--- src/rtl/seq_detect_scheduler_pkg.sv ---
`default_nettype none
// ============================================================================
//  Module      : seq_sched_pkg
//  Description : Shared types and constants for the time-multiplexed "101"
//                sequence-detector scheduler (one-hot context encoding).
//  Revision    : 1.0  initial release
// ============================================================================
package seq_sched_pkg;

    // Bit positions of each state inside the one-hot context word
    localparam int IDX_A = 0;
    localparam int IDX_B = 1;
    localparam int IDX_C = 2;
    localparam int IDX_D = 3;

    // One-hot per-channel detector context; D is the "101 seen" state
    typedef enum logic [3:0] {
        ST_A = 4'b0001,
        ST_B = 4'b0010,
        ST_C = 4'b0100,
        ST_D = 4'b1000
    } state_t;

endpackage
`default_nettype wire

--- src/rtl/seq_detect_scheduler_if.sv ---
`default_nettype none
// ============================================================================
//  Module      : seq_detect_scheduler_if
//  Description : Channel handshake, detection and statistics bundle between
//                the serial front-end (master) and the scheduler (slave).
//  Revision    : 1.0  initial release
// ============================================================================
interface seq_detect_scheduler_if #(
    parameter int NCH   = 4,
    parameter int CNT_W = 8
);
    localparam int CW = (NCH > 1) ? $clog2(NCH) : 1;

    logic [NCH-1:0]   ch_valid;
    logic [NCH-1:0]   ch_bit;
    logic [NCH-1:0]   ch_clear;
    logic [NCH-1:0]   ch_ready;
    logic             det_valid;
    logic [CW-1:0]    det_ch;
    logic [CW-1:0]    stat_sel;
    logic [CNT_W-1:0] stat_cnt;

    // Front-end side: presents bits, consumes grants and detections
    modport master (
        output ch_valid, ch_bit, ch_clear, stat_sel,
        input  ch_ready, det_valid, det_ch, stat_cnt
    );

    // Scheduler side
    modport slave (
        input  ch_valid, ch_bit, ch_clear, stat_sel,
        output ch_ready, det_valid, det_ch, stat_cnt
    );

endinterface
`default_nettype wire

--- src/rtl/seq_detect_scheduler_next_state.sv ---
`default_nettype none
// ============================================================================
//  Module      : seq_next_state
//  Description : Pure combinational next-state function of the overlapping
//                "101" detector on a one-hot context. hit flags entry to D.
//  Revision    : 1.0  initial release
// ============================================================================
module seq_next_state
    import seq_sched_pkg::*;
(
    input  state_t cur,
    input  logic   bit_in,
    output state_t nxt,
    output logic   hit
);

    logic [3:0] w_nxt;

    // Sum-of-products per target state; valid because cur is always one-hot
    always_comb begin
        w_nxt        = 4'b0000;
        w_nxt[IDX_A] = ~bit_in & (cur[IDX_A] | cur[IDX_C]);
        w_nxt[IDX_B] =  bit_in & (cur[IDX_A] | cur[IDX_B] | cur[IDX_D]);
        w_nxt[IDX_C] = ~bit_in & (cur[IDX_B] | cur[IDX_D]);
        w_nxt[IDX_D] =  bit_in &  cur[IDX_C];
    end

    assign nxt = state_t'(w_nxt);
    assign hit = w_nxt[IDX_D];

endmodule
`default_nettype wire

--- src/rtl/seq_detect_scheduler.sv ---
`default_nettype none
// ============================================================================
//  Module      : seq_detect_scheduler
//  Description : Shares one "101" detector next-state function across NCH
//                serial channels with a round-robin grant, one bit per cycle.
//                Optional per-channel saturating hit counters are enabled by
//                defining SEQ_SCHED_STATS_EN.
//  Revision    : 1.0  initial release
// ============================================================================
module seq_detect_scheduler
    import seq_sched_pkg::*;
#(
    parameter int NCH   = 4,
    parameter int CNT_W = 8
)(
    input  wire                     clk,
    input  wire                     reset,
    seq_detect_scheduler_if.slave   bus
);

    localparam int CW = (NCH > 1) ? $clog2(NCH) : 1;

    state_t          r_ctx [NCH];
    logic [CW-1:0]   r_rr_ptr;
    logic            r_det_valid;
    logic [CW-1:0]   r_det_ch;

    logic [NCH-1:0]  w_elig;
    logic [NCH-1:0]  w_ready;
    logic            w_found;
    logic [CW-1:0]   w_gidx;
    state_t          w_cur;
    state_t          w_nxt;
    logic            w_hit;

    // Cleared channels sit out this cycle; nothing is granted during reset
    assign w_elig = reset ? '0 : (bus.ch_valid & ~bus.ch_clear);

    // Round-robin search: first eligible index at or after the pointer
    always_comb begin
        w_found = 1'b0;
        w_gidx  = '0;
        for (int k = 0; k < NCH; k++) begin
            logic [CW:0]   v_sum;
            logic [CW-1:0] v_idx;
            v_sum = {1'b0, r_rr_ptr} + (CW+1)'(k);
            if (v_sum >= (CW+1)'(NCH)) begin
                v_sum = v_sum - (CW+1)'(NCH);
            end
            v_idx = v_sum[CW-1:0];
            if (!w_found && w_elig[v_idx]) begin
                w_found = 1'b1;
                w_gidx  = v_idx;
            end
        end
    end

    // One-hot grant vector
    always_comb begin
        w_ready         = '0;
        w_ready[w_gidx] = w_found;
    end

    assign bus.ch_ready = w_ready;

    // Single shared next-state function, fed by the granted channel
    assign w_cur = r_ctx[w_gidx];

    seq_next_state u_next_state (
        .cur    (w_cur),
        .bit_in (bus.ch_bit[w_gidx]),
        .nxt    (w_nxt),
        .hit    (w_hit)
    );

    // Pointer moves past the granted channel, wrapping explicitly at NCH-1
    always_ff @(posedge clk) begin
        if (reset) begin
            r_rr_ptr <= '0;
        end else if (w_found) begin
            r_rr_ptr <= (w_gidx == CW'(NCH-1)) ? '0 : (w_gidx + 1'b1);
        end
    end

    // Per-channel contexts: clear wins, otherwise only the granted one advances
    always_ff @(posedge clk) begin
        if (reset) begin
            for (int i = 0; i < NCH; i++) begin
                r_ctx[i] <= ST_A;
            end
        end else begin
            for (int i = 0; i < NCH; i++) begin
                if (bus.ch_clear[i]) begin
                    r_ctx[i] <= ST_A;
                end else if (w_found && (w_gidx == CW'(i))) begin
                    r_ctx[i] <= w_nxt;
                end
            end
        end
    end

    // Detection strobe registered on the consuming edge; det_ch is sticky
    always_ff @(posedge clk) begin
        if (reset) begin
            r_det_valid <= 1'b0;
            r_det_ch    <= '0;
        end else begin
            r_det_valid <= w_found & w_hit;
            if (w_found && w_hit) begin
                r_det_ch <= w_gidx;
            end
        end
    end

    assign bus.det_valid = r_det_valid;
    assign bus.det_ch    = r_det_ch;

`ifdef SEQ_SCHED_STATS_EN
    logic [CNT_W-1:0] r_cnt [NCH];
    logic [CNT_W-1:0] w_stat;

    // Saturating hit counters advance on each registered detection strobe
    always_ff @(posedge clk) begin
        if (reset) begin
            for (int i = 0; i < NCH; i++) begin
                r_cnt[i] <= '0;
            end
        end else if (r_det_valid && (r_cnt[r_det_ch] != {CNT_W{1'b1}})) begin
            r_cnt[r_det_ch] <= r_cnt[r_det_ch] + 1'b1;
        end
    end

    // Out-of-range selects read as zero
    always_comb begin
        w_stat = '0;
        if ({1'b0, bus.stat_sel} < (CW+1)'(NCH)) begin
            w_stat = r_cnt[bus.stat_sel];
        end
    end

    assign bus.stat_cnt = w_stat;
`else
    logic w_unused_stat_sel;

    assign w_unused_stat_sel = ^bus.stat_sel;
    assign bus.stat_cnt      = '0;
`endif

endmodule
`default_nettype wire

--- src/flat_wrapper.sv ---
// flat-port wrapper written by rule: the top's interface ports become plain ports
module seq_detect_scheduler_flat import seq_sched_pkg::*;
#(
    parameter int NCH   = 4,
    parameter int CNT_W = 8
)
  (clk, reset, bus_ch_valid, bus_ch_bit, bus_ch_clear, bus_stat_sel, bus_ch_ready, bus_det_valid, bus_det_ch, bus_stat_cnt);
  seq_detect_scheduler_if #(.NCH(NCH), .CNT_W(CNT_W)) bus_i ();
  input  wire clk;
  input  wire reset;
  input wire logic [$bits(bus_i.ch_valid)-1:0] bus_ch_valid;
  input wire logic [$bits(bus_i.ch_bit)-1:0] bus_ch_bit;
  input wire logic [$bits(bus_i.ch_clear)-1:0] bus_ch_clear;
  input wire logic [$bits(bus_i.stat_sel)-1:0] bus_stat_sel;
  output wire logic [$bits(bus_i.ch_ready)-1:0] bus_ch_ready;
  output wire logic [$bits(bus_i.det_valid)-1:0] bus_det_valid;
  output wire logic [$bits(bus_i.det_ch)-1:0] bus_det_ch;
  output wire logic [$bits(bus_i.stat_cnt)-1:0] bus_stat_cnt;
  assign bus_i.ch_valid = bus_ch_valid;
  assign bus_i.ch_bit = bus_ch_bit;
  assign bus_i.ch_clear = bus_ch_clear;
  assign bus_i.stat_sel = bus_stat_sel;
  assign bus_ch_ready = bus_i.ch_ready;
  assign bus_det_valid = bus_i.det_valid;
  assign bus_det_ch = bus_i.det_ch;
  assign bus_stat_cnt = bus_i.stat_cnt;
  seq_detect_scheduler #(.NCH(NCH), .CNT_W(CNT_W)) u_core (.clk(clk), .reset(reset), .bus(bus_i));
endmodule
--- config.mk ---
export PLATFORM = sky130hd
export DESIGN_NAME = seq_detect_scheduler_flat
export DESIGN_NICKNAME = d
export VERILOG_FILES = /design/src/rtl/seq_detect_scheduler_pkg.sv /design/src/rtl/seq_detect_scheduler_if.sv /design/src/rtl/seq_detect_scheduler_next_state.sv /design/src/rtl/seq_detect_scheduler.sv /design/src/flat_wrapper.sv
export SDC_FILE = /design/constraint.sdc
export NUM_CORES = 1
export LEC_CHECK = 0
export BUFFER_PORTS_ARGS = -buffer_cell sky130_fd_sc_hd__clkbuf_2
export CAP_MARGIN = 20
export CORE_MARGIN = 2
export CORE_UTILIZATION = 53
export CTS_CLUSTER_DIAMETER = 80
export DETAILED_ROUTE_END_ITERATION = 12
export PLACE_DENSITY = 0.76
export SLEW_MARGIN = 20
export SYNTH_ARGS = -nofsm -noshare
export SYNTH_HDL_FRONTEND = slang
export SYNTH_SLANG_ARGS = --single-unit
--- constraint.sdc ---
create_clock -name clk -period 3.9 [get_ports clk]
set_input_delay 1.17 -clock clk [delete_from_list [all_inputs] [get_ports clk]]
set_output_delay 1.17 -clock clk [all_outputs]
set_load 0.005 [all_outputs]
# Word level (Yosys, flattened, before mapping)
# Memories as Yosys holds them, arrays and structs flattened.
# Index checks and enable logic that the tools add are counted.
[classes] n_div=0 muxes=64 n_eq_ne=3 bitwise_logic=21 n_lt_le_gt_ge=10 n_mul=0 n_reduce_logical=13 n_shift=0 n_addsub=8
[ops] cell="1-bit 2-to-1 mux" count=40
[ops] cell="4-bit 2-to-1 mux" count=9
[ops] cell="2-bit 2-to-1 mux" count=9
[ops] cell="2-bit by 3-bit < comparator with 1-bit output, second input constant" count=5
[ops] cell="1-bit bitwise OR" count=12
[ops] cell="1-bit binary-select mux with 2-bit select" count=5
[ops] cell="3-bit >= comparator, second input constant" count=3
[ops] cell="1-bit logical AND" count=9
[ops] cell="4-bit bitwise AND" count=2
[ops] cell="2-bit by 1-bit subtractor with 2-bit output, second input constant" count=4
[ops] cell="2-bit by 2-bit adder with 3-bit output, second input constant" count=2
[ops] cell="1-bit bitwise AND" count=5
[ops] cell="2-bit equality test, second input constant" count=2
[ops] cell="4-bit inverter" count=1
[ops] cell="2-bit by 1-bit adder with 3-bit output, second input constant" count=1
[ops] cell="2-bit by 3-bit >= comparator with 1-bit output, second input constant" count=1
[ops] cell="1-bit logical NOT" count=3
[ops] cell="2-bit by 1-bit adder with 2-bit output, second input constant" count=1
[ops] cell="1-bit demux with 2-bit select" count=1
[ops] cell="2-bit by 1-bit equality test with 1-bit output, second input constant" count=1
[ops] cell="2-bit by 1-bit >= comparator with 1-bit output, second input constant" count=1
[ops] cell="2-bit logical NOT" count=1
[ops] cell="1-bit inverter" count=1
[word_totals] elab_cells=123 n_memories=1 ramBits=16 rom_bits=0 latch_bits=0 input_bits=16 output_inout_bits=15 register_bits=5
[memory_table] name="u_core.r_ctx" words=4 width=4 rd=1 rd_clocked_by_memory_dff=0 write_ports=4 line="seq_detect_scheduler.sv:23" source="state_t r_ctx [NCH];"

# Longest topological paths before layout
[logic_depth] word_depth=22 mapped_depth=9

# Cells and area by module
# Synthesis repeated with hierarchy kept, for this count alone.
[hier_totals] cells_unflattened=115 hier_area_um2=1214.9
[modules_own_cells] module="seq_detect_scheduler" area_per_inst_um2=1172.4 instances=1 seq_area_each_um2=580.6 cells_each=110
[modules_own_cells] module="seq_next_state" area_per_inst_um2=42.5 instances=1 seq_area_each_um2=0.0 cells_each=5

# Worst setup path after synthesis
# Ideal clock, no wire load.
[synth_timing] path_kind="input to output" startpoint="input port bus_ch_clear[1]" endpoint="output port bus_ch_ready[2]" slack_ps=438 path_buffers=1 path_stages=8 arrival_time_ps=2292 t_required_ps=2730 cell_sequence="nand2b_2 a21boi_2 o221ai_4 buf_6 inv_1 ha_1 nand2_1 inv_1"
[synth_via] elab_chain_cells=20 word_cells_on_any_way=31 cone_classes="2 x order compare; 19 x mux; 3 x bitwise; 7 x reduce/logical"
[synth_rtl] item="start, declared" line="flat_wrapper.sv:13" source="input wire logic [$bits(bus_i.ch_clear)-1:0] bus_ch_clear;"
[synth_rtl] item="4-bit inverter (*)" line="seq_detect_scheduler.sv:37" source="assign w_elig = reset ? '0 : (bus.ch_valid & ~bus.ch_clear);"
[synth_rtl] item="4-bit bitwise AND (*)" line="seq_detect_scheduler.sv:37"
[synth_rtl] item="4-bit 2-to-1 mux (*)" line="seq_detect_scheduler.sv:37"
[synth_rtl] item="1-bit binary-select mux with 2-bit select" line="seq_detect_scheduler.sv:51" source="if (!w_found && w_elig[v_idx]) begin"
[synth_rtl] item="1-bit 2-to-1 mux (implied by the code)" line="seq_detect_scheduler.sv:51"
[synth_rtl] item="1-bit 2-to-1 mux" line="seq_detect_scheduler.sv:51"
[synth_rtl] item="1-bit logical NOT" line="seq_detect_scheduler.sv:51"
[synth_rtl] item="1-bit logical AND" line="seq_detect_scheduler.sv:51"
[synth_rtl] item="[5 not listed]"
[synth_rtl] item="1-bit logical AND" line="seq_detect_scheduler.sv:51"
[synth_rtl] item="2-bit 2-to-1 mux (*)" line="seq_detect_scheduler.sv:51"
[synth_rtl] item="via u_core.w_gidx[1]" line="seq_detect_scheduler.sv:31" source="logic [CW-1:0] w_gidx;"
[synth_rtl] item="2-bit by 3-bit < comparator with 1-bit output (implied by the code) or 2-bit by 1-bit >= comparator with 1-bit output (tied branches)" line="seq_detect_scheduler.sv:61" source="w_ready[w_gidx] = w_found;"
[synth_rtl] item="1-bit logical AND (implied by the code)" line="seq_detect_scheduler.sv:61"
[synth_rtl] item="1-bit 2-to-1 mux (implied by the code)" line="seq_detect_scheduler.sv:61"
[synth_rtl] item="1-bit demux with 2-bit select (*)"
[synth_rtl] item="4-bit bitwise AND (no line) (*)"
[synth_rtl] item="end, declared" line="flat_wrapper.sv:15" source="output wire logic [$bits(bus_i.ch_ready)-1:0] bus_ch_ready;"
# Mark *: on every way through the listed nets, which the timed path passes. The rest lies on a longest branch. The select of a mux whose other input is x is not followed.

# Final worst setup path
[layout_timing] startpoint="input port bus_ch_clear[2]" endpoint="output port bus_ch_ready[3]"
# The elaborated chain is that of the path after synthesis.

==> out/results.txt <==
Netlist cell types: 31
TritonRoute pass-1 iters: 4
IO Port Bufs: 20
Final period util: 93.74%
switching share of power: 26.26%
RSZ-0062 raised after global routing: false
Static Leak: 0.6725 nW
ant diodes: 0
most frequent cells in the layout: clkbuf_2, edfxtp_1, nor2_1
Max Fclk: 273.5 MHz
Reg area: 580.6 sq um
Power Dens Cells: 294.9 nW/um^2
CP peak stage delay: 270 ps
Pint: 0.3265 mW
Post-Route Setup TNS: 0 ps
ratio of cells with drive above 1 in the final layout: 29.14%
final setup fails: 0
worst path cell trace: clkbuf_2, and2b_2, a31oi_1, o221ai_4, inv_2, ha_1, nand2_1, inv_1, clkbuf_2
HP Class: reg2reg
post-cts resize count: 0
Multi-input gate area: 708.2 sq um
worst-path cell with the longest stage delay: a31oi_1
Worst Path Class, Setup: in2out
fill count: 211
GR Layer Usage met2: 35.71%
Layout Skew: 3.206 ps
global routing met1 resource utilization: 20.52%
clock root cell: clkbuf_4
Syn Area/Cell: 10.77 sq um
placer congestion estimate: 0.7810
via count: 951
Max FO, Critical Path: 5
CTS clk-pin slew, worst paths: 110 ps
sequential power share: 58.1%
Comb power frac: 19.4%
CP most frequent cell: clkbuf_2
Seq cells post-synth: 21
min-delay src: u_core.bus.det_ch[1]
Area contributors post-synth: edfxtp_1, mux2i_1, dfxtp_1, buf_4, o21bai_1
area share of the largest cell type after synthesis: 34.85%
Worst EP required: 2730 ps
status: completed
Max VDD drop: 0.0002118 V
CP Launch Type: primary input
cts bufs inserted: 3
Via density: 5.254
die width: 55.01 microns
area growth from synthesis to layout: 8.893%
Max-Cap Viols: 0
cell area after synthesis: 1379 sq um
Post-synth ARST share: 0%
Die Ht: 55.01 microns
htree depth: 1
post-synthesis sequential area ratio: 42.11%
Synth area leader: edfxtp_1
Top Ports: 31
CTS tree: yes
Iter 0 DRT Violations: 16
reg2reg setup slack: 1780 ps
P_sw: 0.1163 mW
Reg2Reg Capture Point: u_core.r_ctx[3][3]
CTS max path bufs: 2
WP buf/inv: 4
antenna violations before repair: 0
post-route ant nets: 0
number of flops mapped to enable cells by yosys: 16
fin. max-slew vios: 0
number of cells on the worst reg-to-reg path: 7
worst hold endpoint: u_core.bus.det_ch[1]
hpwl dp: 2006 microns
fin crit period: 3656 ps
global-route wire length before repair: 4064 microns
Hold Fails Final Rpt: 0
total global routing overflow: 0
clock sink total: 21
Clock Power Share: 22.5%
largest net degree at the start of global routing: 12
Setup Fix Bufs, Post-CTS: 0
Hold Crit Depth: 2
gr busiest metal: met2
Worst EP arrival: 2490 ps
Routed wire per std cell: 13.18 microns
overall power: 0.4428 mW
cts hold-fix bufs: 0
Top delay family on crit path: compound AO/OA/AOI/OAI gates
final net count: 172
R2R Path Start: u_core.r_rr_ptr[0]
main flop type after synthesis: edfxtp_1
vias in the first global route: 980
Initial Util: 55.66%
Synth Warn #: 0
CP Capture Type: output pin
Die ar.: 3026 sq um
Synth Instances: 128
Clock Latency Late Sink: 290 ps
most common cell after layout, fill and taps aside: clkbuf_2
GR Layer Usage met3: 3.495%
core area: 2477 sq um
DRC violations left: 0
drt total wl: 2386 microns
FP Rows: 18
global-route usage over all layers: 19.26%
[how the worst max path moves through the flow]
stage / from / endpoint / slack, ps / cells after the start
floorplan: bus_ch_clear[1] / bus_ch_ready[2] / 440 / 8
global placement: bus_ch_clear[2] / bus_ch_ready[3] / 280 / 9
detailed placement: bus_ch_clear[2] / bus_ch_ready[3] / 240 / 9
CTS: bus_ch_clear[2] / bus_ch_ready[3] / 230 / 9
global route: bus_ch_clear[2] / bus_ch_ready[3] / 140 / 9
finish: bus_ch_clear[2] / bus_ch_ready[3] / 240 / 9
[state kept, by name, indices dropped and copies added, names as in the netlist]
| register | cells |
|---|---|
| u_core.r_ctx | 16 |
| u_core.r_rr_ptr | 2 |
| u_core.bus.det_ch | 2 |
| u_core.bus.det_valid | 1 |
[power by group through the flow]
stage	sequential (mW)	clock [mW]	combinational (mW)
detailed placement	0.262	0	0.0859
CTS	0.257	0.102	0.0863
floorplan	0.260	0	0.0693
global placement	0.261	0	0.0831
global route	0.259	0.109	0.0952
finish	0.257	0.0997	0.0859
[logic make-up (layout without fill, tap and decap cells)]
| group | count (synthesis) | after routing | share of synthesized area, % |
|---|---|---|---|
| adder cells (fa/ha/maj) | 4 | 4 | 3.630 |
| AND/OR/NAND/NOR | 45 | 45 | 16.60 |
| other | 1 | 8 | 0.2720 |
| flip-flops | 21 | 21 | 42.11 |
| AO/OA/AOI/OAI | 22 | 22 | 15.88 |
| buffers and inverters | 19 | 35 | 8.439 |
| multiplexers | 16 | 16 | 13.07 |
[layout make-up]
cell class	instances	share of cell area [%]
Inverter	9	2.250
Multi-Input combinational cell	95	47.17
Sequential cell	21	38.67
Tap cell	30	2.500
Clock buffer	4	1.750
Timing Repair Buffer	22	7.667
[metal layers]
layer  vias up  share of wire (%)
li1        475                  -
met1       442                 40
met2        26                 52
met3         8                5.2
met4         0                2.7
met5         -                  0
[synth_stat cells (2+ instances only)]
cell	instances
mux2i_2	4
edfxtp_1	16
ha_1	4
o31ai_1	4
nor2_1	15
nand2b_1	4
or3_1	4
buf_6	2
a21oi_1	2
nand2_1	12
o21bai_1	8
nand2b_2	2
inv_1	8
o221ai_4	2
dfxtp_1	5
mux2i_1	11
buf_4	8
or2_2	4
[stage by stage]
step                      hold WS (ps)  area, sq um  utilization (%)  cells  worst slack [ps]
after floorplan                  451.1         1405                -    135             438.3
after global placement           446.2         1475            59.55    177             277.9
after detailed placement         457.6         1475            59.55    177             241.2
after CTS                        474.6         1501            60.61    181             233.4
after global routing             525.8         1501            60.61    181             136.3
final                            472.2         1501            60.61    181             244.1
[tightest hold or removal path: cells and delay by family (launching register included)]
family / cells / cell delay (ps)
AND/OR/NAND/NOR: 1 / 50
multiplexers: 1 / 50
flip-flops: 1 / 330
(Power assumes the default switching activity.)
